`src/rtl/adder_share_pkg.sv`:
```
// Shared types and constants for the shared signed adder / arbiter block.
// Optional clamping of overflowed sums is enabled by ADDER_SHARE_SATURATE_EN.
package adder_share_pkg;

    localparam int W_DEF   = 8;
    localparam int IDW_DEF = 2;

    localparam logic [W_DEF-1:0] SAT_POS = 8'h7F;
    localparam logic [W_DEF-1:0] SAT_NEG = 8'h80;

    typedef struct packed {
        logic [W_DEF-1:0]   data;
        logic               ovf;
        logic [IDW_DEF-1:0] id;
    } res_t;

endpackage

```
`src/rtl/signed_add_ovf.sv`:
```
// Combinational W-bit two's-complement adder with signed overflow flag.
// With ADDER_SHARE_SATURATE_EN defined, overflowed sums clamp to the signed extremes.
module signed_add_ovf
    import adder_share_pkg::*;
#(
    parameter int W = W_DEF
) (
    input  logic [W-1:0] a,
    input  logic [W-1:0] b,
    output logic [W-1:0] sum,
    output logic         ovf
);

    logic [W-1:0] raw;

    assign raw = a + b;
    assign ovf = (a[W-1] == b[W-1]) && (raw[W-1] != a[W-1]);

`ifdef ADDER_SHARE_SATURATE_EN
    // Overflow only happens with like-signed operands, so a's sign picks the rail.
    localparam logic [W-1:0] SAT_P = {1'b0, {(W-1){1'b1}}};
    localparam logic [W-1:0] SAT_N = {1'b1, {(W-1){1'b0}}};
    assign sum = ovf ? (a[W-1] ? SAT_N : SAT_P) : raw;
`else
    assign sum = raw;
`endif

endmodule

```
`src/rtl/adder_share_arb.sv`:
```
// Round-robin sharing of one signed adder among NREQ requesters, with a single
// registered result stage and a saturating overflow-event counter.
module adder_share_arb
    import adder_share_pkg::*;
#(
    parameter int NREQ = 4,
    parameter int IDW  = 2,
    parameter int W    = W_DEF
) (
    input  logic              clk,
    input  logic              rst,
    input  logic [NREQ-1:0]   req_valid,
    input  logic [NREQ*W-1:0] req_a,
    input  logic [NREQ*W-1:0] req_b,
    output logic [NREQ-1:0]   req_ready,
    output logic              res_valid,
    input  logic              res_ready,
    output logic [W-1:0]      res_data,
    output logic              res_ovf,
    output logic [IDW-1:0]    res_id,
    output logic [7:0]        ovf_count
);

    typedef struct packed {
        logic [W-1:0]   data;
        logic           ovf;
        logic [IDW-1:0] id;
    } res_rec_t;

    localparam logic [IDW:0]   NREQ_L = (IDW+1)'(NREQ);
    localparam logic [IDW-1:0] LAST   = IDW'(NREQ - 1);

    res_rec_t       res_q, res_d;
    logic           res_valid_q, res_valid_d;
    logic [IDW-1:0] ptr_q, ptr_d;
    logic [7:0]     cnt_q, cnt_d;

    logic           slot_free;
    logic           found;
    logic [IDW-1:0] gnt_idx;
    logic [IDW:0]   cand;
    logic [NREQ-1:0] gnt_oh;
    logic [W-1:0]   a_sel, b_sel, sum;
    logic           ovf;

    assign slot_free = !res_valid_q || res_ready;

    // Search from the pointer upward with wrap; first valid requester wins.
    always_comb begin
        found   = 1'b0;
        gnt_idx = '0;
        cand    = '0;
        if (!rst && slot_free) begin
            for (int k = 0; k < NREQ; k++) begin
                cand = {1'b0, ptr_q} + (IDW+1)'(k);
                if (cand >= NREQ_L) cand = cand - NREQ_L;
                if (!found && req_valid[cand[IDW-1:0]]) begin
                    found   = 1'b1;
                    gnt_idx = cand[IDW-1:0];
                end
            end
        end
        for (int i = 0; i < NREQ; i++) gnt_oh[i] = found && (gnt_idx == IDW'(i));
    end

    always_comb begin
        a_sel = '0;
        b_sel = '0;
        for (int i = 0; i < NREQ; i++) begin
            if (gnt_oh[i]) begin
                a_sel = req_a[i*W +: W];
                b_sel = req_b[i*W +: W];
            end
        end
    end

    signed_add_ovf #(.W(W)) u_add (
        .a   (a_sel),
        .b   (b_sel),
        .sum (sum),
        .ovf (ovf)
    );

    always_comb begin
        res_d       = res_q;
        res_valid_d = res_valid_q;
        ptr_d       = ptr_q;
        cnt_d       = cnt_q;
        if (res_valid_q && res_ready && res_q.ovf && cnt_q != 8'hFF) cnt_d = cnt_q + 8'd1;
        // A grant in a draining cycle simply overwrites the departing result.
        if (found) begin
            res_d.data  = sum;
            res_d.ovf   = ovf;
            res_d.id    = gnt_idx;
            res_valid_d = 1'b1;
            ptr_d       = (gnt_idx == LAST) ? '0 : gnt_idx + 1'b1;
        end else if (res_valid_q && res_ready) begin
            res_valid_d = 1'b0;
        end
    end

    always_ff @(posedge clk) begin
        if (rst) begin
            res_q       <= '0;
            res_valid_q <= 1'b0;
            ptr_q       <= '0;
            cnt_q       <= '0;
        end else begin
            res_q       <= res_d;
            res_valid_q <= res_valid_d;
            ptr_q       <= ptr_d;
            cnt_q       <= cnt_d;
        end
    end

    assign req_ready = gnt_oh;
    assign res_valid = res_valid_q;
    assign res_data  = res_q.data;
    assign res_ovf   = res_q.ovf;
    assign res_id    = res_q.id;
    assign ovf_count = cnt_q;

endmodule
```
`config.mk`:
```
export PLATFORM = sky130hd
export DESIGN_NAME = adder_share_arb
export DESIGN_NICKNAME = d
export VERILOG_FILES = /design/src/rtl/adder_share_pkg.sv /design/src/rtl/signed_add_ovf.sv /design/src/rtl/adder_share_arb.sv
export SDC_FILE = /design/constraint.sdc
export NUM_CORES = 1
export LEC_CHECK = 0
export ABC_CLOCK_PERIOD_IN_PS = 4850
export BUFFER_PORTS_ARGS = -buffer_cell sky130_fd_sc_hd__buf_2
export CELL_PAD_IN_SITES_DETAIL_PLACEMENT = 2
export CELL_PAD_IN_SITES_GLOBAL_PLACEMENT = 2
export CORE_MARGIN = 2
export CORE_UTILIZATION = 24
export DETAILED_ROUTE_END_ITERATION = 8
export GPL_ROUTABILITY_DRIVEN = 0
export PLACE_DENSITY = 0.82
export SETUP_SLACK_MARGIN = 0.15
export SYNTH_ARGS = -nofsm -noshare
export SYNTH_HDL_FRONTEND = slang
export SYNTH_SLANG_ARGS = --single-unit
```
`constraint.sdc`:
```
create_clock -name clk -period 4.85 [get_ports clk]
set_input_delay 0.2425 -clock clk [delete_from_list [all_inputs] [get_ports clk]]
set_output_delay 0.2425 -clock clk [all_outputs]
set_load 0.02 [all_outputs]
```
Yosys cells after proc, flatten, opt, wreduce, memory -nomap -nowiden
Cells that the tools add are included.
Widths: inputs -> output; s select.
{"block": "op_classes", "add_sub_neg": 10, "n_lt_le_gt_ge": 8, "eq_ne": 6, "n_mux": 40, "n_reduce_logical": 20}
{"operator": "$mux 8", "count": 8}
{"operator": "$mux 2", "count": 14}
{"operator": "$mux 1", "count": 14}
{"operator": "$logic_and 1x1->1", "count": 12}
{"operator": "$lt 2x3->1 const B", "count": 4}
{"operator": "$ge 3x3->1 const B", "count": 3}
{"operator": "$add 8x1->8 const B", "count": 1}
{"operator": "$add 8x8->8", "count": 1}
{"operator": "$bmux 1 s2", "count": 4}
{"operator": "$ne 8x8->1 const B", "count": 1}
{"operator": "$sub 2x1->2 const B", "count": 4}
{"operator": "$add 2x2->3 const B", "count": 2}
{"operator": "$logic_not 1->1", "count": 5}
{"operator": "$eq 2x2->1 const B", "count": 2}
{"operator": "$add 2x1->3 const B", "count": 1}
{"operator": "$ge 2x3->1 const B", "count": 1}
{"operator": "$add 2x1->2 const B", "count": 1}
{"operator": "$eq 2x1->1 const B", "count": 1}
{"operator": "$logic_not 2->1", "count": 1}
{"operator": "$reduce_bool 2->1", "count": 1}
{"operator": "$eq 1x1->1", "count": 1}
{"operator": "$logic_or 1x1->1", "count": 1}
{"operator": "$ne 1x1->1", "count": 1}
{"block": "totals", "reg_bits": 22, "input_bits": 71, "out_inout_bits": 24, "wordCells": 90}

Logic depth before layout (Yosys ltp)
{"block": "depth", "ltp_word": 29, "depth_mapped": 23, "ltp_nobuf": 22}

Modules after synthesis
From an unflattened synthesis, not the netlist that was laid out.
{"block": "hier_totals", "hier_cells": 290, "hier_area_um2": 1991.9}
{"mod": "adder_share_arb", "n_inst": 1, "cells_each": 256, "area_per_inst_um2": 1712.9, "seq_area_each_um2": 440.4}
{"mod": "signed_add_ovf", "n_inst": 1, "cells_each": 34, "area_per_inst_um2": 279.0, "seq_area_each_um2": 0.0}

Worst setup path after synthesis
No wires, ideal clock.
{"block": "synth_path", "path_type": "flip-flop to flip-flop", "startpoint": "reg res_valid_q (netlist: res_valid)", "endpoint": "reg res_q, in the netlist res_ovf", "setup_time_ns": 0.123, "t_arrival_ns": 3.668, "t_required_ns": 4.727, "setup_slack_ns": 1.059, "path_stages_with_launch": 20, "path_buffers": 2, "synth_period_minus_slack_ns": 3.791, "path_cell_list": "dfxtp_1 > nor2b_1 > nor3_1 > clkbuf_1 > nand2_1 > inv_1 > ha_1 > clkbuf_1 > nand3b_1 > a21oi_1 > a21oi_1 > o21ai_0 > and2_1 > ha_1 > a21o_1 > a21oi_1 > o21ai_0 > o31ai_2 > mux2i_1 > o21ai_0"}
{"block": "synth_via", "elab_chain_cells": 13, "word_cells_on_any_way": 25, "classes_between": "add/sub (1); eq/ne (5); mux (10); reduce/logical (9)"}
{"item": "start, declared", "line": "adder_share_arb.sv:34", "text": "logic res_valid_q, res_valid_d;"}
{"item": "start signal, assigned", "line": "adder_share_arb.sv:110", "text": "res_valid_q <= res_valid_d;"}
{"item": "$logic_not 1->1 *", "line": "adder_share_arb.sv:46", "text": "assign slot_free = !res_valid_q || res_ready;"}
{"item": "$logic_or 1x1->1 *", "line": "adder_share_arb.sv:46"}
{"item": "$logic_and 1x1->1 *", "line": "adder_share_arb.sv:53", "text": "if (!rst && slot_free) begin"}
{"item": "$mux 2 *", "line": "adder_share_arb.sv:53"}
{"item": "named net gnt_idx[0]", "line": "adder_share_arb.sv:40", "text": "logic [IDW-1:0] gnt_idx;"}
{"item": "$logic_not 2->1", "line": "adder_share_arb.sv:63", "text": "for (int i = 0; i < NREQ; i++) gnt_oh[i] = found && (gnt_idx == IDW'(i));"}
{"item": "$logic_and 1x1->1", "line": "adder_share_arb.sv:63"}
{"item": "$mux 8 (4 in a row)", "line": "adder_share_arb.sv:70", "text": "if (gnt_oh[i]) begin"}
{"item": "$add 8x8->8", "line": "signed_add_ovf.sv:16", "text": "assign raw = a + b;"}
{"item": "$ne 1x1->1", "line": "signed_add_ovf.sv:17", "text": "assign ovf = (a[W-1] == b[W-1]) && (raw[W-1] != a[W-1]);"}
{"item": "$logic_and 1x1->1 *", "line": "signed_add_ovf.sv:17"}
{"item": "end signal, assigned", "line": "adder_share_arb.sv:109", "text": "res_q <= res_d;"}
{"item": "end, declared", "line": "adder_share_arb.sv:33", "text": "res_rec_t res_q, res_d;"}
Mark *: on every way through the listed nets, which the timed path passes. The rest lies on a longest branch.
A chain may end at the register's enable or synchronous reset.

Final worst setup path
{"block": "layout_path", "startpoint": "reg ptr_q[0]", "endpoint": "reg res_q, in the netlist res_data[6]"}
{"block": "layout_via", "elab_chain_cells": 26, "word_cells_on_any_way": 63, "classes_between": "add/sub (8); order compare (4); eq/ne (3); mux (37); reduce/logical (11)"}
{"item": "start, declared", "line": "adder_share_arb.sv:35", "text": "logic [IDW-1:0] ptr_q, ptr_d;"}
{"item": "start signal, assigned", "line": "adder_share_arb.sv:111", "text": "ptr_q <= ptr_d;"}
{"item": "$ge 2x3->1 / $sub 2x1->2 (equally long branches)", "line": "adder_share_arb.sv:56", "text": "if (cand >= NREQ_L) cand = cand - NREQ_L;"}
{"item": "$mux 2", "line": "adder_share_arb.sv:56"}
{"item": "$mux 2", "line": "adder_share_arb.sv:53"}
{"item": "$bmux 1 s2", "line": "adder_share_arb.sv:57", "text": "if (!found && req_valid[cand[IDW-1:0]]) begin"}
{"item": "$mux 1 (implied by the code)", "line": "adder_share_arb.sv:57"}
{"item": "$mux 1", "line": "adder_share_arb.sv:57"}
{"item": "$mux 1", "line": "adder_share_arb.sv:53"}
{"item": "$logic_not 1->1", "line": "adder_share_arb.sv:57"}
{"item": "(+8 left out)"}
{"item": "$logic_and 1x1->1", "line": "adder_share_arb.sv:57"}
{"item": "$mux 2 *", "line": "adder_share_arb.sv:57"}
{"item": "$mux 2 *", "line": "adder_share_arb.sv:53"}
{"item": "named net gnt_idx[1]", "line": "adder_share_arb.sv:40"}
{"item": "$logic_not 2->1", "line": "adder_share_arb.sv:63"}
{"item": "$logic_and 1x1->1", "line": "adder_share_arb.sv:63"}
{"item": "$mux 8 (4 in a row)", "line": "adder_share_arb.sv:70"}
{"item": "$add 8x8->8 *", "line": "signed_add_ovf.sv:16"}
Mark *: on every way through the listed nets, which the timed path passes. The rest lies on a longest branch. The select of a mux whose other input is x is not followed.

==> results.toml <==
[yosys]
synthArstFlopShare = 0
netlist_area_um2 = 1897
synthTopCellsByCount = "28 x nor2_1, 27 x a21oi_1, 22 x dfxtp_1"
synth_area_leaders = "dfxtp_1 23%, ha_1 7.9%, a21oi_1 7.1%"
syn-num-nets = 337
synth.most_common_cell = "nor2_1"
yosys.area.top_type = "dfxtp_1"
syn_avg_cell_area_um2 = 7.497
netlist_instances = 253
synth-main-ff-cell = "dfxtp_1"
synth_cell_types = 43
ys_seq_area_frac = 0.2322
yosysTopAreaCellShare = 0.2322
yosys_warnings = 0
ys_seq_elements = 22
synth_edf_count = 0

[timing]
max-slew-margin-rel = 0.5695
setup_viol = 0
finalHoldViolations = 0
max_freq_mhz = 241.2
skew_ns = 0.01298
tightestPinTransition_ns = 0.6457
period_minus_slack_ns = 4.147
setup_ws_ns = 0.7032
rsz0062_at_grt = "false"
period_share = 0.8550
finalSetupTns_ns = 0
slew_violations = 0

[critical_path]
endpoint_kind = "register"
crit_path_start_kind = "register"
reg2reg_setup_slack_ns = 0.70
crit_fanout = 7
cp.arrival_ns = 4.33
r2r-start = "ptr_q[0]"
crit_buf_inv = 1
criticalPathCategory = "reg -> reg"
worstReg2RegEnd = "res_data[6]"
worst_path_max_delay_cell = "dfxtp_1"
cp_slowest_stage_delay_ns = 0.45
r2r_cells = 18
worst_ep_required_time_ns = 5.03
cp_top_family = "compound AO/OA/AOI/OAI gates"
cp_common_cell = "o21a_1"
cp_cell_sequence = "nand3_1, o21a_1, o21a_1, a2111oi_4, inv_1, ha_1, nor2b_2, a221oi_1, nor3_1, a21oi_1, nor2_1, ha_1, nor2b_1, o21ai_0, a21boi_0, o21a_1, o21a_1, o31ai_1"

[cells_and_area]
antenna_cells = 0
layout.nets = 424
drive_gt1_frac = 0.3245
area_growth_pct = 34.17

[route]
vias = 2189
drcViolationCount = 0
routed_via_density = 4.964
initialDrtViolationCount = 62
wl_um = 6792
postRouteAntennaNets = 0
avgRoutedWirePerCell_um = 15.40
first_pass_iters = 4

[pwr]
sw_frac_of_total = 0.3452
p_clk_frac = 0.276
p_int_mw = 0.4150
pwr_density_cell_nw_per_um2 = 249.0
pwr-share-seq = 0.324
ir_drop_uv = 117.7
switchingPower_mw = 0.2188
leakage_nw = 1.144
share_comb_of_total_power = 0.400

[global_routing]
grt_overflow = 0
grt_first_pass_wirelength_um = 11450
grt_usage = 0.1624
grt_pass1_vias = 2401
antenna_found_initial = 0
grt_max_degree = 31

[floorplan]
fp.dieH_um = 92.90
fp.dieW_um = 92.90
rows = 32
initial_core_util = 0.2467
pin_count = 95
die_area_um2 = 8630
core_um2 = 7687

[worst_hold_path]
holdCritStartpoint = "res_ready"
hp-class = "in -> reg"
hold_depth = 4
min_to = "res_valid"

[outcome]
status = "completed"

[clock_tree]
cts_htree_levels = 1
postCtsHoldBufs = 0
clockBufferDepth = 2
cts_buffers = 3
cts_tree = "built"
clk_pin_slew_ns = 0.09
clkLatencyLatePin_ns = 0.27
root_buffer = "clkbuf_8"
cts_sinks = 22

[flow_run]
cap_violations = 0

[placed_design]
pre_cts_slack_ns = 0.1781
io_buffer_count = 94
hpwl_um = 5496
==> sequential cells by signal (all words and copies together), names as in the netlist <==
signal     count
res_data       8
res_id         2
res_ovf        1
ptr_q          2
ovf_count      8
res_valid      1
==> area by class of cell <==
type                            instances  area [um2]
Fill cell                             944        5142
Inverter                               10       37.54
Tap cell                              102       127.6
Multi-Input combinational cell        205        1368
Clock buffer                            3       41.29
Sequential cell                        22       440.4
Timing Repair Buffer                   98       500.5
Clock inverter                          1       30.03
==> cells by family after synthesis <==
family                     Yosys count  synth area share
AOI/OAI and AO/OA                   70            0.2520
xor gates and xnor gates            11           0.05079
adders and majority gates           13           0.08971
buffers and inverters               26           0.05607
DFF                                 22            0.2322
muxes                                4           0.02111
and+or+nand+nor                    107            0.2981
==> layer usage <==
layer	track usage	up-vias	share of wire
li1	-	1075	-
met1	0.1953	1067	0.43
met2	0.3140	45	0.53
met3	0.01790	2	0.029
met4	0.02206	0	0.0056
met5	0	-	0
==> worst register-to-register path: stages, from the launching register on <==
cell	delay [ns]
dfxtp_1	0.45
nand3_1	0.15
o21a_1	0.13
o21a_1	0.19
a2111oi_4	0.38
inv_1	0.13
ha_1	0.28
nor2b_2	0.23
a221oi_1	0.33
nor3_1	0.08
a21oi_1	0.15
nor2_1	0.06
ha_1	0.34
nor2b_1	0.14
o21ai_0	0.25
a21boi_0	0.17
o21a_1	0.21
o21a_1	0.17
o31ai_1	0.24
==> cells in the final DEF (no fill, tap or decap), drive strengths merged, types with 3 or more instances in the layout <==
master / n
ha: 12
o21ai: 12
o31ai: 3
nand3: 3
dfxtp: 22
clkbuf: 3
nand2b: 4
or3: 3
o21a: 4
a21oi: 27
nand2: 18
mux2i: 4
inv: 10
a211oi: 3
nor2b: 14
nand3b: 11
buf: 98
and2: 7
xor2: 5
a221oi: 10
xnor2: 6
nor3: 12
nor2: 28
==> worst max path at each step <==
stage	startpoint	to	slack, ns	depth (start not counted)
2_1_floorplan	res_valid	res_ovf	1.06	19
5_1_grt	ptr_q[0]	res_data[6]	0.17	21
4_1_cts	ptr_q[0]	res_data[6]	0.20	18
6_report	ptr_q[0]	res_data[6]	0.70	18
3_5_place_dp	req_valid[0]	res_data[6]	0.18	20
3_3_place_gp	req_valid[0]	res_ovf	0.65	20
==> through the flow <==
step	instance area, um2	util	power (mW)	instances	hold slack [ns]
6_report	2545	0.3311	0.6338	441	0.3834
2_1_floorplan	1897	-	0.3736	253	0.4193
4_1_cts	2527	0.3288	0.6402	441	0.3655
3_3_place_gp	2456	0.3195	0.4535	437	0.4378
3_5_place_dp	2456	0.3195	0.4636	437	0.4470
5_1_grt	2545	0.3311	0.6847	441	0.3936
==> what timing repair did <==
item	in CTS	in global routing
resized for setup	0	3
hold endpoints to repair	0	0
setup buffers	0	0
setup endpoints to repair	0	5
==> power by group through the flow <==
stage	clock [mW]	sequential (mW)	combinational, mW
6_report	0.175	0.205	0.254
3_3_place_gp	0	0.209	0.245
4_1_cts	0.178	0.206	0.256
3_5_place_dp	0	0.210	0.254
2_1_floorplan	0	0.223	0.151
5_1_grt	0.189	0.208	0.288
Note: power is estimated with default switching activity, not from simulation.
